$ cat src/rtl/alu_pipe.sv
// Sequential ALU with valid/ready handshakes, registered result and status flags.
// Define ALU_MUL_EN to build the iterative shift-add multiplier (opcode 11); otherwise opcode 11 is illegal.
module alu_pipe #(
  parameter int WIDTH = 8,
  localparam int SHW = $clog2(WIDTH)
) (
  input  logic             clk,
  input  logic             rst,
  input  logic             in_valid,
  output logic             in_ready,
  input  logic [WIDTH-1:0] in1,
  input  logic [WIDTH-1:0] in2,
  input  logic [3:0]       sel,
  output logic             out_valid,
  input  logic             out_ready,
  output logic [WIDTH-1:0] out1,
  output logic             flag_z,
  output logic             flag_c,
  output logic             flag_v,
  output logic             flag_n,
  output logic             err,
  output logic [1:0]       dbg_state_o
);

  // Handshake: a transfer happens on any rising edge where valid && ready are both high.
  // The source holds its payload while valid && !ready; out1/flags/err are held while out_valid && !out_ready.
  typedef enum logic [1:0] {
    S_IDLE = 2'd0,
    S_DONE = 2'd1
`ifdef ALU_MUL_EN
    , S_BUSY = 2'd2
`endif
  } state_e;

  state_e           state_q, state_d;
  logic [WIDTH-1:0] out1_q, out1_d;
  logic             z_q, z_d, c_q, c_d, v_q, v_d, n_q, n_d, err_q, err_d;
  logic             accept;
  logic [WIDTH:0]   sum, diff;
  logic [SHW-1:0]   shamt;
  logic [WIDTH-1:0] alu_res;
  logic             alu_c, alu_v, alu_err;

`ifdef ALU_MUL_EN
  localparam logic [SHW:0] CNT_LAST = (SHW+1)'(WIDTH);
  logic [2*WIDTH-1:0] acc_q, acc_d, mcand_q, mcand_d;
  logic [WIDTH-1:0]   mplier_q, mplier_d;
  logic [SHW:0]       cnt_q, cnt_d;
`endif

  assign in_ready    = (state_q == S_IDLE) || ((state_q == S_DONE) && out_ready);
  assign accept      = in_valid && in_ready;
  assign out_valid   = (state_q == S_DONE);
  assign out1        = out1_q;
  assign flag_z      = z_q;
  assign flag_c      = c_q;
  assign flag_v      = v_q;
  assign flag_n      = n_q;
  assign err         = err_q;
  assign dbg_state_o = state_q;

  assign sum   = {1'b0, in1} + {1'b0, in2};
  assign diff  = {1'b0, in1} - {1'b0, in2};
  assign shamt = in2[SHW-1:0];

  // Single-cycle operations; anything not decoded here is reported as illegal.
  always_comb begin
    alu_res = '0;
    alu_c   = 1'b0;
    alu_v   = 1'b0;
    alu_err = 1'b0;
    case (sel)
      4'd0: alu_res = in1 & in2;
      4'd1: alu_res = in1 | in2;
      4'd2: alu_res = in1 ^ in2;
      4'd3: alu_res = ~(in1 ^ in2);
      4'd4: begin
        alu_res = sum[WIDTH-1:0];
        alu_c   = sum[WIDTH];
        alu_v   = (in1[WIDTH-1] == in2[WIDTH-1]) && (sum[WIDTH-1] != in1[WIDTH-1]);
      end
      4'd5: begin
        alu_res = diff[WIDTH-1:0];
        alu_c   = diff[WIDTH];
        alu_v   = (in1[WIDTH-1] != in2[WIDTH-1]) && (diff[WIDTH-1] != in1[WIDTH-1]);
      end
      4'd6:  alu_res = in1 << shamt;
      4'd7:  alu_res = in1 >> shamt;
      4'd8:  alu_res = $signed(in1) >>> shamt;
      4'd9:  alu_res = {{(WIDTH-1){1'b0}}, ($signed(in1) < $signed(in2))};
      4'd10: alu_res = {{(WIDTH-1){1'b0}}, (in1 < in2)};
      default: alu_err = 1'b1;
    endcase
  end

  always_comb begin
    state_d = state_q;
    out1_d  = out1_q;
    z_d     = z_q;
    c_d     = c_q;
    v_d     = v_q;
    n_d     = n_q;
    err_d   = err_q;
`ifdef ALU_MUL_EN
    acc_d    = acc_q;
    mcand_d  = mcand_q;
    mplier_d = mplier_q;
    cnt_d    = cnt_q;
`endif
    case (state_q)
      S_IDLE, S_DONE: begin
        if ((state_q == S_DONE) && out_ready && !in_valid) state_d = S_IDLE;
        if (accept) begin
`ifdef ALU_MUL_EN
          if (sel == 4'd11) begin
            state_d  = S_BUSY;
            acc_d    = '0;
            mcand_d  = {{WIDTH{1'b0}}, in1};
            mplier_d = in2;
            cnt_d    = '0;
          end else
`endif
          begin
            state_d = S_DONE;
            out1_d  = alu_res;
            z_d     = !alu_err && (alu_res == '0);
            c_d     = alu_c;
            v_d     = alu_v;
            n_d     = alu_res[WIDTH-1];
            err_d   = alu_err;
          end
        end
      end
`ifdef ALU_MUL_EN
      // WIDTH add/shift iterations, then one cycle to publish the product.
      S_BUSY: begin
        if (cnt_q != CNT_LAST) begin
          if (mplier_q[0]) acc_d = acc_q + mcand_q;
          mcand_d  = mcand_q << 1;
          mplier_d = mplier_q >> 1;
          cnt_d    = cnt_q + (SHW+1)'(1);
        end else begin
          state_d = S_DONE;
          out1_d  = acc_q[WIDTH-1:0];
          z_d     = (acc_q[WIDTH-1:0] == '0);
          c_d     = |acc_q[2*WIDTH-1:WIDTH];
          v_d     = 1'b0;
          n_d     = acc_q[WIDTH-1];
          err_d   = 1'b0;
        end
      end
`endif
      default: state_d = S_IDLE;
    endcase
  end

  always_ff @(posedge clk) begin
    if (rst) begin
      state_q <= S_IDLE;
      out1_q  <= '0;
      z_q     <= 1'b0;
      c_q     <= 1'b0;
      v_q     <= 1'b0;
      n_q     <= 1'b0;
      err_q   <= 1'b0;
`ifdef ALU_MUL_EN
      acc_q    <= '0;
      mcand_q  <= '0;
      mplier_q <= '0;
      cnt_q    <= '0;
`endif
    end else begin
      state_q <= state_d;
      out1_q  <= out1_d;
      z_q     <= z_d;
      c_q     <= c_d;
      v_q     <= v_d;
      n_q     <= n_d;
      err_q   <= err_d;
`ifdef ALU_MUL_EN
      acc_q    <= acc_d;
      mcand_q  <= mcand_d;
      mplier_q <= mplier_d;
      cnt_q    <= cnt_d;
`endif
    end
  end

endmodule

$ cat config.mk
export PLATFORM = sky130hd
export DESIGN_NAME = alu_pipe
export DESIGN_NICKNAME = d
export VERILOG_FILES = /design/src/rtl/alu_pipe.sv
export SDC_FILE = /design/constraint.sdc
export NUM_CORES = 1
export LEC_CHECK = 0
export CAP_MARGIN = 20
export CORE_MARGIN = 5
export CORE_UTILIZATION = 55
export CTS_CLUSTER_DIAMETER = 60
export DETAILED_ROUTE_END_ITERATION = 10
export PLACE_DENSITY = 0.82
export SLEW_MARGIN = 20
export SYNTH_ARGS = -nofsm -noshare
export SYNTH_HDL_FRONTEND = slang
export SYNTH_SLANG_ARGS = --single-unit
$ cat constraint.sdc
create_clock -name clk -period 4.05 [get_ports clk]
set_input_delay 0.81 -clock clk [delete_from_list [all_inputs] [get_ports clk]]
set_output_delay 0.81 -clock clk [all_outputs]
set_load 0.03 [all_outputs]
==> results.tsv, run 1 <==
stage	metric	value	unit
run_status	status	complete, no violations	
clocking	postcts setup bufs	0	
yosys	synth top area cells	ha_1, dfxtp_1, mux4_2	
power	Reg power frac	0.247	
setup_path	startpoint types	primary input	
floorplanning	I/O pin count	41	
yosys	sequential area share after synthesis	0.108	
global_routing	largest net degree at the start of global routing	35	
sta	RSZ-0062 raised after global routing	no	
final_layout	final-stage net count	392	
yosys	Netlist cell types	66	
routing	DRC Markers	0	
clocking	TritonCTS Sinks	13	
clocking	CTS H-tree lvls	1	
place	placed wire-length estimate	5.35	mm
floorplanning	core area	4290	sq um
setup_path	CP peak stage delay	0.64	ns
power	internal power	0.000343	W
yosys	Synth area leader	ha_1	
yosys	Yosys top cell area share	0.130	
floorplanning	die footprint	5790	sq um
routing	WL/cell	17.4	um
yosys	post-synthesis register bit count	13	
sta	Max Fclk	271	MHz
clocking	Skew-Pair Late Insertion Delay	0.24	ns
setup_path	critical-path cell list	clkdlybuf4s50_1 > inv_1 > ha_1 > nor3_1 > o311ai_0 > a21oi_1 > nor4_1 > a211oi_1 > nand4_1 > o31ai_2	
routing	DRT Pass-1 Iters	5	
worst_hold_path	Worst Hold Class	reg -> reg	
global_routing	vias in the first global route	2297	
floorplanning	die width	76.1	um
power	Sw Ratio	0.399	
yosys	Post-synth EDFFs	0	
setup_path	Worst Path Buf+Inv	2	
power	Leak	1.20	nW
final_layout	antenna cells	0	
setup_path	Top delay family on crit path	compound AO/OA/AOI/OAI gates	
yosys	Mapped Area	2400	sq um
power	Comb power frac	0.554	
global_routing	first-pass GRT wire length	11.3	mm
yosys	synth warn	0	
floorplanning	starting density of the core	0.559	
sta	Tmin final	3.69	ns
setup_path	WP data arrival	3.85	ns
sta	Clock Skew	0.00106	ns
floorplanning	Placement Rows	24	
setup_path	Crit-path slowest cell	clkdlybuf4s50_1	
clocking	Clock transition at path regs	0.05	ns
global_routing	antenna violations before repair	0	
sta	worst slew pin tran	1.08	ns
final_layout	layout cells sized above 1	0.0765	
clocking	cts hold-fix bufs	0	
sta	Relative slew margins	0.267	
yosys	Post-Syn Area per Cell	7.75	sq um
clocking	post_cts resized	0	
setup_path	crit path kind	in -> reg	
sta	final slew viol count	0	
power	total power	0.000571	W
place	RD Place Congestion	1.05	
clocking	buffer depth of the longest clock path	2	
yosys	top_reg_cell synth	dfxtp_1	
sta	Setup TNS Final	0	ns
clocking	number of buffers created by CTS	3	
sta	final hold vios	0	
routing	initial DRC count	173	
yosys	synth cell count leaders	inv_1, nor2_1, ha_1, nand2_1, a21oi_1	
yosys	ys async rst share	0	
routing	DR vias	2516	
routing	Final ANT Viol Nets	0	
global_routing	total grt overflow	0	
final_layout	Finished Core Util	0.667	
place	PortBufs	39	
setup_path	Critical Path End Type	register	
run	maxcap violations	0	
yosys	syn nets	361	
power	NetSw	0.000228	W
sta	# setup viols final	0	
power	Pwr Density	199	nW/um^2
global_routing	GRT Total Usage	0.229	
routing	routed vias/inst	6.42	
floorplanning	die height	76.1	um
power	VDD IR max	0.0992	mV
final_layout	FILL cells	384	
setup_path	Critical Path RT	4.21	ns
clocking	CTS tree	yes	
routing	Total Wirelength	6.84	mm
clocking	Root Driver	clkbuf_8	
setup_path	Max Fanout on Critical Path	9	
sta	Tcrit/Tclk final	0.910	
sta	final hold slack	0.452	ns
final_layout	area growth from synthesis to layout	19.3	%
yosys	Syn Inst Count	310	
power	Clk network pwr share	0.199	
## per-layer routing
| layer | up-vias | global-route usage | wire length [um] |
|---|---|---|---|
| met3 | 21 | 0.0378 | 658 |
| met5 | - | 0 | 0 |
| met1 | 1163 | 0.305 | 2800 |
| met2 | 134 | 0.378 | 3210 |
| met4 | 0 | 0.0717 | 164 |
| li1 | 1198 | - | - |
## sequential cells by signal, summed over array words and instances, names as in the netlist
| register | count |
|---|---|
| flag_c | 1 |
| dbg_state_o | 1 |
| out1 | 8 |
| flag_v | 1 |
| err | 1 |
| flag_z | 1 |
## worst paths after layout
| check | from | to | slack [ns] | depth (start not counted) |
|---|---|---|---|---|
| min reg2reg | flag_v | flag_v | 0.45 | 2 |
| min | flag_v | flag_v | 0.45 | 2 |
| max | in1[1] | flag_z | 0.36 | 10 |
| max reg2reg | dbg_state_o[0] | flag_z | 2.33 | 6 |
## kinds of logic after synthesis
family          synth area share
buf+inv                   0.0953
flops                      0.108
mux                        0.128
xor+xnor                  0.0474
other cells              0.00156
fa+ha+maj                  0.147
simple gates               0.208
compound gates             0.265
## worst register-to-register path, stage by stage, from the launching register on
cell      delay (ns)
dfxtp_1         0.32
nand2b_1        0.12
nand2_1         0.24
or3_1           0.44
nor4_2          0.18
nand4_1         0.15
o31ai_2         0.19
## layout make-up
| cell class | count | area [sq um] | share of cell area |
|---|---|---|---|
| Multi-Input combinational cell | 244 | 1910 | 0.668 |
| Inverter | 29 | 109 | 0.0380 |
| Tap cell | 52 | 65.1 | 0.0227 |
| Clock buffer | 4 | 45.0 | 0.0157 |
| Timing Repair Buffer | 50 | 473 | 0.165 |
| Sequential cell | 13 | 260 | 0.0908 |
## metrics by stage
step	instances	setup WS, ns	cell area (sq um)
final	392	0.364	2870
after global routing	392	0.173	2870
after CTS	392	0.428	2870
after detailed placement	388	0.175	2820
after global placement	388	0.215	2820
after floorplan	310	0.987	2400
## power by group through the flow
stage               logic [W]  registers (W)  clock network, W
floorplan            0.000197       0.000159                 0
global placement     0.000307       0.000143                 0
detailed placement   0.000310       0.000143                 0
CTS                  0.000312       0.000141          0.000116
global route         0.000343       0.000142          0.000122
finish               0.000316       0.000141          0.000114
## layout by cell type, fill, tap and decap left out, types with 3 or more instances in the layout
master / count
dfxtp_1: 13
a21oi_1: 19
o311ai_0: 3
a211oi_1: 8
xnor2_1: 10
mux4_1: 3
a21boi_0: 3
buf_4: 11
clkdlybuf4s50_1: 39
and3_1: 3
mux2i_1: 6
inv_1: 29
ha_1: 25
nand2_1: 21
and2_1: 3
o21ai_0: 11
a221o_1: 3
o211ai_1: 6
mux4_2: 7
nor2_1: 29
nand2b_1: 10
clkbuf_8: 3
a22oi_1: 3
xor2_1: 3
o2111ai_1: 3
nor3_1: 10
nand3_1: 4
nand3b_1: 3
No activity file was read; power rests on OpenSTA's default activity.
==> inputs of run 2 (changes only) <==
- GPL_TIMING_DRIVEN: unset -> 0
==> run 2 against run 1 <==
Against the previous run: die area is the same; core utilization grew 1.6 points; combinational power increased by 4%; critical path depth increased by 2; cell count grew 3.6%; setup slack lost 0.17 ns; non-clock buffer count is 14 higher; wire length is 3.4% higher; via count increased by 4.2%; fmax shrank 4.5%; sequential power hardly changed; design area increased by 2.4%.
==> results.tsv, run 2 (same netlist as run 1, synthesis figures left out) <==
stage	metric	value	unit	change
final_layout	layout cells sized above 1	0.0904		+0.0139
sta	Clock Skew	0.000594	ns	-0.000461 ns
power	Leak	1.23	nW	+2.4%
setup_path	crit path launch	in2[1]		
setup_path	Critical Path RT	4.21	ns	about the same
routing	routed vias/inst	6.46		+0.58%
global_routing	total grt overflow	0		unchanged
routing	DRT Pass-1 Iters	5		unchanged
sta	final slew viol count	0		unchanged
clocking	CTS H-tree lvls	1		unchanged
final_layout	area growth from synthesis to layout	22.1	%	
routing	DR vias	2621		+4.2%
sta	final hold vios	0		unchanged
final_layout	most frequent cells in the layout	clkdlybuf4s50_1, inv_1, nor2_1		
place	placed wire-length estimate	5.46	mm	+2.0%
final_layout	antenna cells	0		unchanged
sta	final hold slack	0.458	ns	+0.00640 ns
setup_path	crit path kind	in -> reg		
sta	Max Fclk	259	MHz	-4.5%
sta	worst slew pin tran	1.12	ns	+0.0342 ns
final_layout	final-stage net count	406		+3.6%
setup_path	CP endpoint	flag_z		
floorplanning	die height	76.1	um	unchanged
place	PortBufs	39		unchanged
floorplanning	core area	4290	sq um	unchanged
setup_path	critical path depth	12		+2
global_routing	antenna violations before repair	0		unchanged
setup_path	Reg2Reg Launch Point	dbg_state_o[0]		
clocking	CTS tree	yes		
setup_path	Critical Path End Type	register		
global_routing	GRT Total Usage	0.240		+0.0105
routing	Final ANT Viol Nets	0		unchanged
clocking	Root Driver	clkbuf_8		
sta	Tmin final	3.86	ns	+0.173 ns
setup_path	Crit-path slowest cell	clkdlybuf4s50_1		
final_layout	FILL cells	379		-1.3%
run_status	status	complete, no violations		
global_routing	first-pass GRT wire length	11.8	mm	+4.5%
clocking	number of buffers created by CTS	3		unchanged
sta	# setup viols final	0		unchanged
setup_path	Top delay family on crit path	buffers and inverters		
setup_path	reg2reg end	flag_z		
setup_path	Max Fanout on Critical Path	10		+1
place	Post-DP Area	2860	sq um	+1.3%
worst_hold_path	min-delay src	out1[0]		
sta	Relative slew margins	0.244		-0.0231
clocking	Clock transition at path regs	0.06	ns	about the same
floorplanning	Placement Rows	24		unchanged
power	Pwr Density	200	nW/um^2	+0.49%
routing	DRC Markers	0		unchanged
setup_path	WP data arrival	4.02	ns	+0.17 ns
sta	Tcrit/Tclk final	0.953		+0.0428
floorplanning	die width	76.1	um	unchanged
worst_hold_path	Worst Hold Class	reg -> reg		
run	maxcap violations	0		unchanged
sta	Setup TNS Final	0	ns	unchanged
setup_path	FF-to-FF setup slack	2.55	ns	+0.22 ns
setup_path	critical-path cell list	clkdlybuf4s50_1 > buf_2 > clkbuf_4 > inv_1 > ha_1 > nor3_2 > o311ai_2 > a21oi_1 > nor4_1 > a211oi_1 > nand4_1 > o31ai_2		
final_layout	commonest non-fill, non-tap cell in the layout	clkdlybuf4s50_1		
clocking	cts hold-fix bufs	0		unchanged
clocking	Skew-Pair Late Insertion Delay	0.24	ns	about the same
floorplanning	I/O pin count	41		unchanged
global_routing	vias in the first global route	2416		+5.2%
routing	Total Wirelength	7.07	mm	+3.4%
floorplanning	starting density of the core	0.559		unchanged
routing	WL/cell	17.4	um	-0.19%
setup_path	startpoint types	primary input		
global_routing	largest net degree at the start of global routing	12		-66%
final_layout	max FFs per register	8		unchanged
final_layout	area of the multi-input gates	1930	sq um	+1.0%
floorplanning	die footprint	5790	sq um	unchanged
setup_path	R2R depth	6		unchanged
routing	initial DRC count	337		+95%
final_layout	Finished Core Util	0.683		+0.0157
final_layout	design area	2930	sq um	+2.4%
setup_path	Worst Path Buf+Inv	4		+2
place	RD Place Congestion	0.948		-9.9%
setup_path	CP peak stage delay	0.53	ns	-0.11 ns
final_layout	FF+latch area	260	sq um	unchanged
clocking	buffer depth of the longest clock path	2		unchanged
clocking	TritonCTS Sinks	13		unchanged
power	total power	0.000587	W	+2.9%
sta	RSZ-0062 raised after global routing	no		
power	VDD IR max	0.106	mV	+6.8%
-- run 2: area by class of cell --
type,count,share of cell area
Multi-Input combinational cell,244,0.659
Tap cell,52,0.0222
Timing Repair Buffer,40,0.136
Buffer,24,0.0418
Sequential cell,13,0.0887
Inverter,29,0.0371
Clock buffer,4,0.0154
-- run 2: metal layers --
layer,global-route usage,share of wire
met1,0.329,0.41
met2,0.376,0.45
met3,0.0508,0.10
met4,0.0717,0.038
met5,0,0
-- run 2: how the worst min path moves through the flow --
| stage | end | slack [ns] | cells after the start |
|---|---|---|---|
| floorplan | flag_v | 0.58 | 2 |
| global placement | out1[0] | 0.45 | 2 |
| detailed placement | out1[0] | 0.45 | 2 |
| CTS | out1[0] | 0.46 | 2 |
| global route | out1[0] | 0.49 | 2 |
| finish | out1[0] | 0.46 | 2 |
-- run 2: tightest hold or removal path, stage by stage, from the launching register on --
cell and delay [ns]:
dfxtp_1 0.31, nand2_1 0.05, a21oi_1 0.05
-- run 2: power breakdown --
part	internal (W)	switching, W
Clock	0.0000696	0.0000488
Sequential	0.000136	0.00000427
Combinational	0.000142	0.000186
Total	0.000347	0.000240
-- run 2: metrics by stage --
step,cells,setup slack [ns]
after floorplan,310,0.987
after global placement,401,-0.132
after detailed placement,401,-0.260
after CTS,406,0.0777
after global routing,406,0.00982
final,406,0.191
-- run 2: repair_timing --
item / in CTS / in global routing
buffers inserted: 1 / 0
endpoints found under the setup margin: 1 / 4
gates resized for setup: 0 / 5
pin swaps: 1 / 0
